==> src/rtl/bram_row_writer_if.sv <==
// Write-side BRAM bus driven by bram_row_writer: port enable, write enable,
// address and data.
interface bram_row_writer_if #(
  parameter int DATA_W = 16,
  parameter int ADDR_W = 5
);
  logic                     o_bram_en;
  logic                     o_bram_we;
  logic [ADDR_W-1:0]        o_bram_addr;
  logic signed [DATA_W-1:0] o_bram_din;

  modport master (output o_bram_en, output o_bram_we, output o_bram_addr, output o_bram_din);
  modport slave  (input  o_bram_en, input  o_bram_we, input  o_bram_addr, input  o_bram_din);
endinterface

==> src/rtl/bram_row_writer.sv <==
// Captures one N-element row and writes it to consecutive BRAM addresses
// (base+k, wrapping), with back-pressure via i_hold and a one-cycle done pulse.
module bram_row_writer #(
  parameter int DATA_W = 16,
  parameter int N      = 32,
  parameter int ADDR_W = 5
) (
  input  logic                     i_clk,
  input  logic                     i_rst,
  input  logic                     i_start,
  input  logic signed [DATA_W-1:0] i_row [N-1:0],
  input  logic [ADDR_W-1:0]        i_base_addr,
  input  logic                     i_hold,
  bram_row_writer_if.master        bram,
  output logic                     o_busy,
  output logic                     o_done
);

  localparam int IDX_W = $clog2(N + 1);
  localparam int SEL_W = (N > 1) ? $clog2(N) : 1;
  localparam logic [IDX_W-1:0] LAST_IDX = IDX_W'(N - 1);

  typedef enum logic [1:0] {IDLE, LOAD, WRITE, DONE} state_t;

  state_t                   state_q, state_d;
  logic [IDX_W-1:0]         idx_q, idx_d;
  logic [ADDR_W-1:0]        base_q;
  logic signed [DATA_W-1:0] buf_q [N-1:0];
  logic [SEL_W-1:0]         sel;

  always_ff @(posedge i_clk or posedge i_rst) begin
    if (i_rst) state_q <= IDLE;
    else       state_q <= state_d;
  end

  always_comb begin
    state_d = state_q;
    idx_d   = idx_q;
    unique case (state_q)
      IDLE: if (i_start) begin
        state_d = LOAD;
        idx_d   = '0;
      end
      LOAD: state_d = WRITE;
      WRITE: if (!i_hold) begin
        idx_d = idx_q + IDX_W'(1);
        if (idx_q == LAST_IDX) state_d = DONE;
      end
      DONE: state_d = IDLE;
    endcase
  end

  // Row and base are snapshotted at start so later input changes are harmless.
  always_ff @(posedge i_clk or posedge i_rst) begin
    if (i_rst) begin
      idx_q  <= '0;
      base_q <= '0;
      for (int unsigned k = 0; k < N; k++) buf_q[k] <= '0;
    end else begin
      idx_q <= idx_d;
      if (state_q == IDLE && i_start) begin
        base_q <= i_base_addr;
        buf_q  <= i_row;
      end
    end
  end

  always_comb begin
    sel              = SEL_W'(idx_q);
    bram.o_bram_en   = 1'b0;
    bram.o_bram_we   = 1'b0;
    bram.o_bram_addr = '0;
    bram.o_bram_din  = '0;
    o_busy           = 1'b0;
    o_done           = 1'b0;
    unique case (state_q)
      IDLE: ;
      LOAD: o_busy = 1'b1;
      WRITE: begin
        o_busy           = 1'b1;
        bram.o_bram_en   = !i_hold;
        bram.o_bram_we   = !i_hold;
        bram.o_bram_addr = base_q + ADDR_W'(idx_q);
        bram.o_bram_din  = buf_q[sel];
      end
      DONE: begin
        o_busy = 1'b1;
        o_done = 1'b1;
      end
    endcase
  end

endmodule

==> src/flat_wrapper.sv <==
// flat-port wrapper written by rule: the top's interface ports become plain ports
module bram_row_writer_flat 
#(
  parameter int DATA_W = 16,
  parameter int N      = 32,
  parameter int ADDR_W = 5
)
  (i_clk, i_rst, i_start, i_row, i_base_addr, i_hold, o_busy, o_done, bram_o_bram_en, bram_o_bram_we, bram_o_bram_addr, bram_o_bram_din);
  bram_row_writer_if #(.DATA_W(DATA_W), .ADDR_W(ADDR_W)) bram_i ();
  input  logic i_clk;
  input  logic i_rst;
  input  logic i_start;
  input  logic signed [DATA_W-1:0] i_row[N-1:0];
  input  logic [ADDR_W-1:0] i_base_addr;
  input  logic i_hold;
  output logic o_busy;
  output logic o_done;
  output wire logic [$bits(bram_i.o_bram_en)-1:0] bram_o_bram_en;
  output wire logic [$bits(bram_i.o_bram_we)-1:0] bram_o_bram_we;
  output wire logic [$bits(bram_i.o_bram_addr)-1:0] bram_o_bram_addr;
  output wire logic [$bits(bram_i.o_bram_din)-1:0] bram_o_bram_din;
  assign bram_o_bram_en = bram_i.o_bram_en;
  assign bram_o_bram_we = bram_i.o_bram_we;
  assign bram_o_bram_addr = bram_i.o_bram_addr;
  assign bram_o_bram_din = bram_i.o_bram_din;
  bram_row_writer #(.DATA_W(DATA_W), .N(N), .ADDR_W(ADDR_W)) u_core (.i_clk(i_clk), .i_rst(i_rst), .i_start(i_start), .i_row(i_row), .i_base_addr(i_base_addr), .i_hold(i_hold), .bram(bram_i), .o_busy(o_busy), .o_done(o_done));
endmodule
==> config.mk <==
export PLATFORM = sky130hd
export DESIGN_NAME = bram_row_writer_flat
export DESIGN_NICKNAME = d
export VERILOG_FILES = /design/src/rtl/bram_row_writer_if.sv /design/src/rtl/bram_row_writer.sv /design/src/flat_wrapper.sv
export SDC_FILE = /design/constraint.sdc
export NUM_CORES = 1
export LEC_CHECK = 0
export ABC_AREA = 1
export BUFFER_PORTS_ARGS = -buffer_cell sky130_fd_sc_hd__buf_2
export CAP_MARGIN = 20
export CORE_MARGIN = 1.5
export CORE_UTILIZATION = 39
export DETAILED_ROUTE_END_ITERATION = 6
export PLACE_DENSITY_LB_ADDON = 0.05
export SYNTH_ARGS = -nofsm -noshare
export SYNTH_HDL_FRONTEND = slang
export SYNTH_SLANG_ARGS = --single-unit
==> constraint.sdc <==
create_clock -name i_clk -period 39.7 [get_ports i_clk]
set_input_delay 3.97 -clock i_clk [delete_from_list [all_inputs] [get_ports i_clk]]
set_output_delay 3.97 -clock i_clk [all_outputs]
set_load 0.01 [all_outputs]
# After elaboration in Yosys (flattened, before gate mapping)
# Cells that the tools add are included.
classes:
  bitwise_logic: 0
  mux: 14
  n_eq_ne: 7
  reduce_logical: 7
  order_cmp: 1
  div: 0
  n_addsub: 2
  n_mul: 0
  shift: 0
op_table:
  columns: ["op", "count"]
  rows:
  - ["$bmux 16 s5", 1]
  - ["$mux 16", 2]
  - ["$mux 6", 2]
  - ["$pmux 6 s2", 1]
  - ["$pmux 2 s4", 1]
  - ["$add 6x1->6 const B", 1]
  - ["$eq 6x5->1 const B", 1]
  - ["$lt 5x6->1 const B", 1]
  - ["$mux 2", 3]
  - ["$reduce_and 3->1", 2]
  - ["$add 5x5->5", 1]
  - ["$mux 5", 1]
  - ["$eq 2x2->1 const B", 2]
  - ["$ne 2x2->1 const B", 2]
  - ["$mux 1", 3]
  - ["$reduce_or 3->1", 1]
  - ["$eq 2x1->1 const B", 1]
  - ["$logic_not 2->1", 1]
  - ["$ne 2x1->1 const B", 1]
  - ["$reduce_bool 2->1", 1]
  - ["$logic_and 1x1->1", 1]
  - ["$logic_not 1->1", 1]
word_totals:
  n_memories: 0
  ram_bits: 0
  latch_bits: 0
  mem_bits_ro: 0
  reg_bits: 525
  inputBits: 521
  word_cells: 66

# Logic depth before layout (Yosys ltp)
# Gate-level depths: netlist of the first run.
depth:
  depth_word: 4
  mapped_depth: 12
  ltp_nobuf: 11

# Worst setup path before layout of the first run
# No wires, ideal clock.
synth_path:
  path_kind: "input port to output port"
  from: "in i_hold"
  to: "out bram_o_bram_we"
  arrival_time_ns: 4.418
  path_stages: 2
  slack_ns: 31.312
  path_cell_list: "nor2_1 > buf_4"
synth_via:
  elab_chain_cells: 2
synth_rtl:
  columns: ["item", "line_no", "rtl"]
  rows:
  - ["start, declared", "flat_wrapper.sv:15", "input logic i_hold;"]
  - ["$logic_not 1->1", null, null]
  - ["$mux 1", "bram_row_writer.sv:76", "unique case (state_q)"]
  - ["end, declared", "flat_wrapper.sv:19", "output wire logic [$bits(bram_i.o_bram_we)-1:0] bram_o_bram_we;"]
# No other way between the ends.

# Final worst setup path of the first run
# Ends and elaborated chain as after synthesis.

==> results of run 1 <==
[synth_stat cells, drive strengths merged]
cell       n  share of area, %
fa         1             0.079
a21oi     55               1.1
ha         9              0.44
dfrtp    525                52
clkbuf    75               1.1
nand2   2123                31
buf      152               3.9
nor3       2             0.059
o21ai     72               1.4
clkinv     1             0.015
nand3    346               6.9
inv       52              0.79
nor2      57              0.84
xor2       1             0.035
[stage by stage]
| stage | area (µm²) | worst slack, ps | utilization [%] |
|---|---|---|---|
| CTS | 30000 | 31260 | 46.62 |
| finish | 30000 | 31260 | 46.62 |
| floorplan | 25330 | 21060 | - |
| global placement | 28120 | 31260 | 43.70 |
| global route | 30000 | 31210 | 46.62 |
| detailed placement | 28120 | 31260 | 43.70 |
[worst max-delay path by stage]
stage / startpoint / endpoint
2_1_floorplan: i_rst / u_core.base_q[0]
5_1_grt: i_hold / bram_o_bram_we
3_3_place_gp: i_hold / bram_o_bram_we
4_1_cts: i_hold / bram_o_bram_we
3_5_place_dp: i_hold / bram_o_bram_we
6_report: i_hold / bram_o_bram_we
[cells by family after synthesis]
kind of cell / count (synthesis)
AND/OR/NAND/NOR: 2528
flip-flops: 525
buffers and inverters: 280
AO/OA/AOI/OAI: 127
adder cells (fa/ha/maj): 10
XOR/XNOR: 1
[layout make-up]
type	count	area (µm²)	area share (%)
sequential	525	13150	43.83
tap	855	1070	3.566
multi-input combinational	2666	10720	35.73
timing repair buffer	569	2958	9.861
clock inverter	4	20.02	0.06674
clock buffer	101	1857	6.190
inverter	53	226.5	0.7550
[worst min-delay path, cell delays in order, from the launching register on]
cell and delay, ps:
dfrtp_1 340, nand2_1 50, nand2_1 60
[metal layers]
layer	track usage [%]	part of all wire (%)	wire length [µm]
met1	38.82	43	41150
met4	10.22	3.6	3474
met3	3.377	5.2	4953
met2	47.03	48	45860
met5	0	0.012	11
[sequential cells by signal, indices dropped and copies added, names as in the netlist]
name	cells
u_core.base_q	5
u_core.idx_q	6
u_core.state_q	2
u_core.buf_q	512
[power by group]
group / leakage [µW] / switching, µW / internal, µW / total (µW)
sequential: 0.00658 / 139 / 781 / 920
clock: 0.000923 / 223 / 313 / 536
combinational: 0.00906 / 737 / 331 / 1070
total: 0.0166 / 1100 / 1430 / 2520
==> out/qor.csv, run 1 <==
metric,value,unit
cap_violations,0,
grt_overflow,0,
hp-start,u_core.buf_q[146],
reg2reg_to,u_core.buf_q[361],
stdcell_count,4773,
drt-total-wl,95450,µm
numCtsBuffers,59,
grt_max_degree,216,
hold_violations,0,
synth_simple_gate_area_share,39.22,%
yosysWarnings,0,
antenna_found_initial,6,
cts_buffer_depth,3,
fillers,6811,
grt_pass1_wl,143700,µm
ios,546,
final_cell_mix,"nand2_1, buf_2, dfrtp_1",
synth_top_family_by_area,simple AND/OR/NAND/NOR gates,
maxSlewViolCount,0,
p_per_area,84.16,nW/µm²
first_pass_iters,5,
rsz0062_at_grt,false,
synth_adder_area_share,0.5236,%
synthDistinctLibCells,25,
mostFrequentLayoutCell,nand2_1,
clk-insertion-delay-late,620,ps
area_delta_synth_final,18.43,%
drc,0,
regToRegSetupSlack,36270,ps
p_leak,0.01657,µW
fmax,0.1185,GHz
die_area,66480,µm²
hold_slack,474.2,ps
grt_pass1_vias,23360,
setup_viol,0,
die_h,257.8,µm
critPathRequiredTime,35730,ps
cts_hold_buf,0,
ant_nets,0,
grt_use_total,28.54,%
layout.nets,4405,
avgSynthCellArea,7.297,µm²
path_clk_slew,60,ps
muxShareOfSynthArea,0,%
dpl.cell_count,4668,
finalPower,2524,µW
drt_iter0_drc,2051,
drive_above_1_share,16.92,%
ys_ff_latch,525,
timing.final.crit_period,8438,ps
syn_inst,3471,
hold_end,u_core.buf_q[146],
fin_skew,18.80,ps
rr_startpoint,u_core.state_q[0],
cts_resized,0,
tightestPinTransition,1060,ps
num_rows,93,
portBuffers,545,
status,completed,
h-tree-depth,2,
netlist_area,25330,µm²
worst_hold_path_type,reg2reg,
ys_seq_area_share,51.87,%
crit_family,buffers and inverters,
ir_worst_vdd,0.00004287,V
postCtsSetupRepairBufs,0,
avgViaCountPerCell,4.953,
crit_chain,"buf_2, nor2_1, buf_2",
gp_congestion,0.8568,
dp_hpwl,64520,µm
cp_slowest_cell,nor2_1,
worstPathArrival,4470,ps
wire_per_inst,20.00,µm
setup_tns,0,ps
cts_tree,done,
path_class,in2out,
core_region_area,64350,µm²
synth_compound_area_share,2.509,%
worst_setup_path_start_kind,input port,
diodes,0,
critical_path_buf_inv_count,2,
crit_top_cell,buf_2,
fp.dieW,257.8,µm
synth-xor-area-share,0.03458,%
max_stage_delay,210,ps
fin_crit_sh,21.26,%
vias,23640,
cts_root_buf,clkbuf_16,
end_kind,output pin,
max_slew_margin,29.35,%
crit_fanout,4,
rr_worst_depth,7,
initial_core_util,39.36,%
cts_sinks,525,
path_depth,3,
synth_nets,4002,
hold_path_depth,2,
No activity file was read; power rests on OpenSTA's default activity.
==> inputs of run 2 (changes only) <==
==> constraint.sdc (replaced) <==
create_clock -name i_clk -period 8.5 [get_ports i_clk]
set_input_delay 0.85 -clock i_clk [delete_from_list [all_inputs] [get_ports i_clk]]
set_output_delay 0.85 -clock i_clk [all_outputs]
set_load 0.01 [all_outputs]
==> run 2 against run 1 <==
  * Sequential share of layout area decreased by 0.17 points
  * Largest power group unchanged
  * Power grew to 4.7 times the previous value
  * Clock skew about the same
  * First-iteration DRC count rose by 2.9%
  * Wire length up 1.5%
  * Global-route usage is 0.12 points higher
  * Non-clock buffer count is 1 higher
  * Largest cell class unchanged
  * Hold slack lost 110 ps
  * Core utilization increased by 0.19 points
  * Combinational power rose to 4.6 times the previous value
  * Clock power grew to 4.9 times the previous value
==> out/qor.csv, run 2 (synthesized netlist as in run 1, its figures left out) <==
metric,value,unit,change
place_ws,4287,ps,"-26,970 ps"
worst_setup_path_start_kind,register,,
first_pass_iters,5,,unchanged
grt_overflow,0,,unchanged
tightestPinTransition,1316,ps,+255.8 ps
die_area,66480,µm²,unchanged
mostFrequentLayoutCell,nand2_1,,
h-tree-depth,2,,unchanged
grt_pass1_vias,23170,,-0.82%
layout.nets,4407,,+0.045%
drt-total-wl,96920,µm,+1.5%
critPathRequiredTime,7650,ps,"-28,080 ps"
cts_root_buf,clkbuf_16,,
end_kind,output pin,,
ios,546,,unchanged
die_h,257.8,µm,unchanged
fin_skew,19.04,ps,+0.2439 ps
grt_pass1_wl,143100,µm,-0.40%
numCtsBuffers,60,,+1.7%
setup_viol,0,,unchanged
clk-insertion-delay-late,620,ps,about the same
setup_tns,0,ps,unchanged
crit_fanout,54,,+50
dpl-instance-area,28140,µm²,about the same
initial_core_util,39.36,%,unchanged
path_clk_slew,60,ps,about the same
cts_buffer_depth,3,,unchanged
ant_nets,0,,unchanged
cts_resized,0,,unchanged
max_slew_margin,12.29,%,-17 points
p_leak,0.01662,µW,+0.32%
num_rows,93,,unchanged
antenna_found_initial,11,,+5
worstPathArrival,4020,ps,-450 ps
path_class,reg2out,,
fin_crit_sh,57.26,%,
rsz0062_at_grt,false,,
drive_above_1_share,17.12,%,+0.20 points
wire_per_inst,20.25,µm,+1.3%
core_region_area,64350,µm²,unchanged
critical_path_buf_inv_count,3,,+1
fp.dieW,257.8,µm,unchanged
largest_reg_flops,512,,unchanged
cts_sinks,525,,unchanged
top_regs,"u_core.buf_q (512), u_core.idx_q (6), u_core.base_q (5)",,
post-route-worst-setup-slack,3633,ps,"-27,630 ps"
vias,23750,,+0.46%
regMostFlops,u_core.buf_q,,
postCtsSetupRepairBufs,0,,unchanged
drt_iter0_drc,2110,,+2.9%
max_stage_delay,800,ps,+590 ps
hold_violations,0,,unchanged
timing.final.crit_period,4867,ps,
maxSlewViolCount,0,,unchanged
area_delta_synth_final,18.90,%,
worst_hold_path_type,in2async,,
cts_tree,done,,
crit_chain,"buf_4, buf_4, nand3_1, nand3_1, nand2_1, nand2_1, nand3_1, nand2_1, nor2_1, buf_2",,
fmax,0.2054,GHz,
p_per_area,395.9,nW/µm²,+370%
fin_area,30120,µm²,+0.40%
avgViaCountPerCell,4.964,,+0.21%
drc,0,,unchanged
dp_hpwl,67360,µm,+4.4%
cp_slowest_cell,dfrtp_4,,
status,completed,,
crit_family,buffers and inverters,,
hold_slack,362.9,ps,-111.3 ps
portBuffers,545,,unchanged
gp_congestion,0.8664,,+1.1%
grt_use_total,28.66,%,+0.12 points
cts_hold_buf,0,,unchanged
cap_violations,0,,unchanged
ir_worst_vdd,0.0002269,V,+430%
finalPower,11920,µW,+370%
final_cell_mix,"nand2_1, buf_2, dfrtp_1",,
grt_max_degree,217,,+0.46%
[run 2: layout make-up]
| type | count | area [µm²] |
|---|---|---|
| fillers | 6798 | 34230 |
| flip-flops and latches | 525 | 13150 |
| multi-input cells | 2666 | 10720 |
| repair buffers | 570 | 2978 |
| clock buffers | 96 | 1808 |
| well taps | 855 | 1070 |
| inverters | 53 | 222.7 |
| clock inverters | 15 | 160.2 |
| diodes | 5 | 12.51 |
[run 2: metrics by stage]
step	utilization (%)	cells
after floorplan	-	3471
after global placement	43.72	4669
after detailed placement	43.72	4669
after CTS	46.78	4780
after global routing	46.80	4784
final	46.80	4785
[run 2: worst paths after layout]
| check | start | to | slack [ps] | cells after the start |
|---|---|---|---|---|
| max | u_core.idx_q[1] | bram_o_bram_din[2] | 3630 | 10 |
| min | i_rst | u_core.buf_q[41] | 360 | 3 |
| max reg2reg | u_core.state_q[0] | u_core.buf_q[502] | 4650 | 8 |
| min reg2reg | u_core.buf_q[422] | u_core.buf_q[422] | 480 | 2 |
| max in group asynchronous | i_rst | u_core.idx_q[1] | 6570 | 4 |
| min in group i_clk | i_row[290] | u_core.buf_q[290] | 410 | 3 |
[run 2: power by group]
part	internal, µW	switching [µW]	total (µW)
sequential	3650	704	4350
combinational	1540	3410	4960
clock	1540	1080	2610
total	6730	5200	11900
[run 2: routing by layer]
layer	global-route usage [%]	part of all wire [%]	up-vias
met5	0	0	-
met4	12.59	4.6	0
met3	3.504	5.0	165
met2	46.61	47	761
met1	38.53	43	11270
li1	-	-	11560
[run 2: worst register-to-register path: cells and delay by family (launching register included)]
kind | cells | cell delay (ps)
and+or+nand+nor | 3 | 680
buffers and inverters | 4 | 2490
DFF | 1 | 350
adders and majority gates | 1 | 270
